**config.mk**
```make
export PLATFORM = sky130hd
export DESIGN_NAME = sll
export DESIGN_NICKNAME = d
export VERILOG_FILES = /design/src/rtl/sll.sv
export SDC_FILE = /design/constraint.sdc
export NUM_CORES = 1
export LEC_CHECK = 0
export ABC_AREA = 1
export ABC_CLOCK_PERIOD_IN_PS = 1000
export BUFFER_PORTS_ARGS = -buffer_cell sky130_fd_sc_hd__buf_2
export CAP_MARGIN = 10
export CELL_PAD_IN_SITES_DETAIL_PLACEMENT = 0
export CELL_PAD_IN_SITES_GLOBAL_PLACEMENT = 1
export CORE_MARGIN = 4
export CORE_UTILIZATION = 35
export DETAILED_ROUTE_END_ITERATION = 8
export PLACE_DENSITY_LB_ADDON = 0.1
export SYNTH_ARGS = -nofsm -noshare
export SYNTH_HDL_FRONTEND = slang
export SYNTH_SLANG_ARGS = --single-unit
```
**constraint.sdc**
```tcl
create_clock -name clk -period 1 [get_ports clk]
set_input_delay 0.05 -clock clk [delete_from_list [all_inputs] [get_ports clk]]
set_output_delay 0.05 -clock clk [all_outputs]
set_load 0.005 [all_outputs]
```
**src/rtl/sll.sv**
```systemverilog
// 32-bit shift-left-logical unit: 5-stage logarithmic barrel shifter
// feeding a single output register with asynchronous active-high reset.
module sll (
    input  logic        clk,
    input  logic        reset,
    input  logic [31:0] a,
    input  logic [4:0]  shamt,
    output logic [31:0] y
);

    logic [31:0] stage [6];

    assign stage[0] = a;

    // Stage k shifts by 2^k when shamt[k] is set, zero-filling the low bits.
    for (genvar k = 0; k < 5; k++) begin : g_stage
        localparam int SH = 1 << k;
        assign stage[k+1] = shamt[k] ? {stage[k][31-SH:0], {SH{1'b0}}} : stage[k];
    end

    always_ff @(posedge clk or posedge reset) begin
        if (reset) begin
            y <= '0;
        end else begin
            y <= stage[5];
        end
    end

endmodule

```
==> reports/results.txt <==
Max VDD drop - 742.1 uV
Routability cong. - 0.9180
Max reg flops - 32
Detailed Route WL - 8113 um
Synth Register Bits - 32
Post-layout minimum cycle time - 0.8800 ns
Setup-failing EPs final - 0
Largest Register - y
Via Count - 2865
Run status - complete, no violations
Global route overflow - 0
Actual slew at the worst max-slew pin - 0.3914 ns
# rows - 29
Asr flop ratio synth - 100.0%
Area occupied by multi-input gates - 0.001445 mm^2
Non-filler cells, final - 535
Part of the power in combinational logic - 32.5%
Gr usage total - 20.36%
Mapped Area - 0.002404 mm^2
Final Hold Vio Count - 0
DP Wirelength - 6387 um
Count leader, synth - nand3_1
Clk sinks - 32
CTS max path bufs - 2
Antenna Nets Post-Route - 0
Min Hold Slack - 0.1829 ns
Core Box Area - 0.006495 mm^2
DRC marker count from the first detailed-route iteration - 193
Seq/Total Area, Yosys - 33.32%
Yosys top cell area share - 38.11%
Pins Over Slew Limit - 0
Die W - 90.87 um
CTS clk-pin slew, worst paths - 0.06 ns
Nets - 497
Via density - 5.355
Seq pwr share - 39.0%
LEAKAGE - 1.667 nW
First-pass GRT wire length - 13750 um
CTS tree - yes
Power per cell area - 1189 mW/mm^2
Setup ws final - 0.1200 ns
Die Y - 90.87 um
Antenna diodes - 0
Net Sw Power - 1.173 mW
Setup CP Type - primary input to flip-flop
Post-place setup slack - -0.2123 ns
Total power - 3.657 mW
Vias in the first global route - 2792
Max Cap Viol - 0
Residual DRC - 0
Avg Inst Size Synth - 6.195 um^2
Synth warn - 0
Area Overhead vs Synth - 28.01%
Sequential cell area - 800.8 um^2
DIE AREA - 0.008257 mm^2
Most common library cells after synthesis - 183 x nand3_1, 113 x nand2_1, 32 x dfrtp_1
CTS Buf Count - 5
Io pins - 71
# H-tree levels - 2
Wire per inst - 15.16 um
Syn nets - 427
Fmax - 1136 MHz
Worst path required time - 1.16 ns
CTS root buf - clkbuf_8
FILL cells - 693
Placed cell area - 0.002950 mm^2
CP Max Fanout - 19
Sw frac - 32.07%
Largest net degree at the start of global routing - 34
Finished Cell Area - 0.003077 mm^2
Fin crit share - 88.00%
WP data arrival - 1.04 ns
Fraction of layout cells with a size suffix above 1 - 22.05%
Unrepaired setup endpoints after global routing - no
HP Class - primary input to flip-flop
Regs by FF count - y (32)
Post-synth EDFFs - 0
Placed Cells incl. Taps - 527
DR pass1 iterations - 5
IO buf count - 70
Syn Inst Count - 388
Initial antenna violation count - 0
Pint - 2.484 mW
Element type at the critical path end - flip-flop
Setup crit start kind - primary input
Top cells by area, synth - nand3_1 38%, dfrtp_1 33%, nand2_1 18%, buf_2 2.7%, nor2_1 2.3%
Area leader, netlist - nand3_1
Distinct cells, synth - 16
Initial core utilization - 37.01%
Top_reg_cell synth - dfrtp_1
Clk pwr share - 28.5%
Slew margin rel. - 73.90%
worst paths after layout:
check	end	cells past startpoint	slack, ns	startpoint
worst max-delay path	y[22]	9	0.12	shamt[0]
worst min-delay path	y[10]	3	0.18	shamt[4]
max in group asynchronous	y[18]	4	0.32	reset
min in group asynchronous	y[19]	4	0.39	reset
cell type report:
| cell class | instances | share of cell area (%) |
|---|---|---|
| multi-input combinational | 319 | 46.97 |
| tap | 77 | 3.131 |
| sequential | 32 | 26.03 |
| timing repair buffer | 92 | 19.68 |
| clock buffer | 7 | 3.131 |
| inverter | 8 | 1.057 |
worst max-delay path: stages:
cell and delay [ns]:
buf_2 0.13, inv_4 0.07, buf_12 0.15, nand2_1 0.07, nand3_1 0.11, nand3_1 0.12, nand3_1 0.15, nand3_1 0.12
nand2_1 0.06
power groups by stage:
stage / clock, mW / sequential (mW) / combinational [mW]
4_1_cts: 1.09 / 1.43 / 1.18
6_report: 1.04 / 1.43 / 1.19
5_1_grt: 1.15 / 1.44 / 1.35
3_5_place_dp: 0 / 1.45 / 1.18
3_3_place_gp: 0 / 1.45 / 1.18
2_1_floorplan: 0 / 1.47 / 0.682
what timing repair did:
action                                  4_1_cts  5_1_grt
gates resized for setup                       0        5
hold buffers                                  1        0
endpoints found under the setup margin        0       12
buffers inserted                              0        0
endpoints found under the hold margin        32        0
per-layer routing:
layer / track usage (%) / wire (um)
met2: 33.66 / 3761
met1: 26.94 / 3676
met3: 3.917 / 464
met5: 0 / 0
met4: 6.030 / 211
per-stage QoR:
stage / setup TNS [ns] / util (%)
6_report: 0 / 47.37
3_5_place_dp: -4.434 / 45.42
3_3_place_gp: -3.977 / 45.42
4_1_cts: 0 / 47.06
5_1_grt: 0 / 47.37
2_1_floorplan: 0 / -
layout by cell type, fill, tap and decap left out, types with 3 or more instances in the layout:
cell type,count
buf_4,14
nand3_1,183
buf_2,70
buf_12,7
inv_1,5
clkbuf_8,7
dfrtp_1,32
nor2_1,15
nand2_1,113
nor3_1,3
kinds of logic (layout without fill, tap and decap cells):
family          after synthesis  count (layout)  synth area share, %
flops                        32              32                33.32
buf+inv                      37             107                6.767
simple gates                318             318                59.71
compound gates                1               1               0.2080
Note: power is estimated with default switching activity, not from simulation.
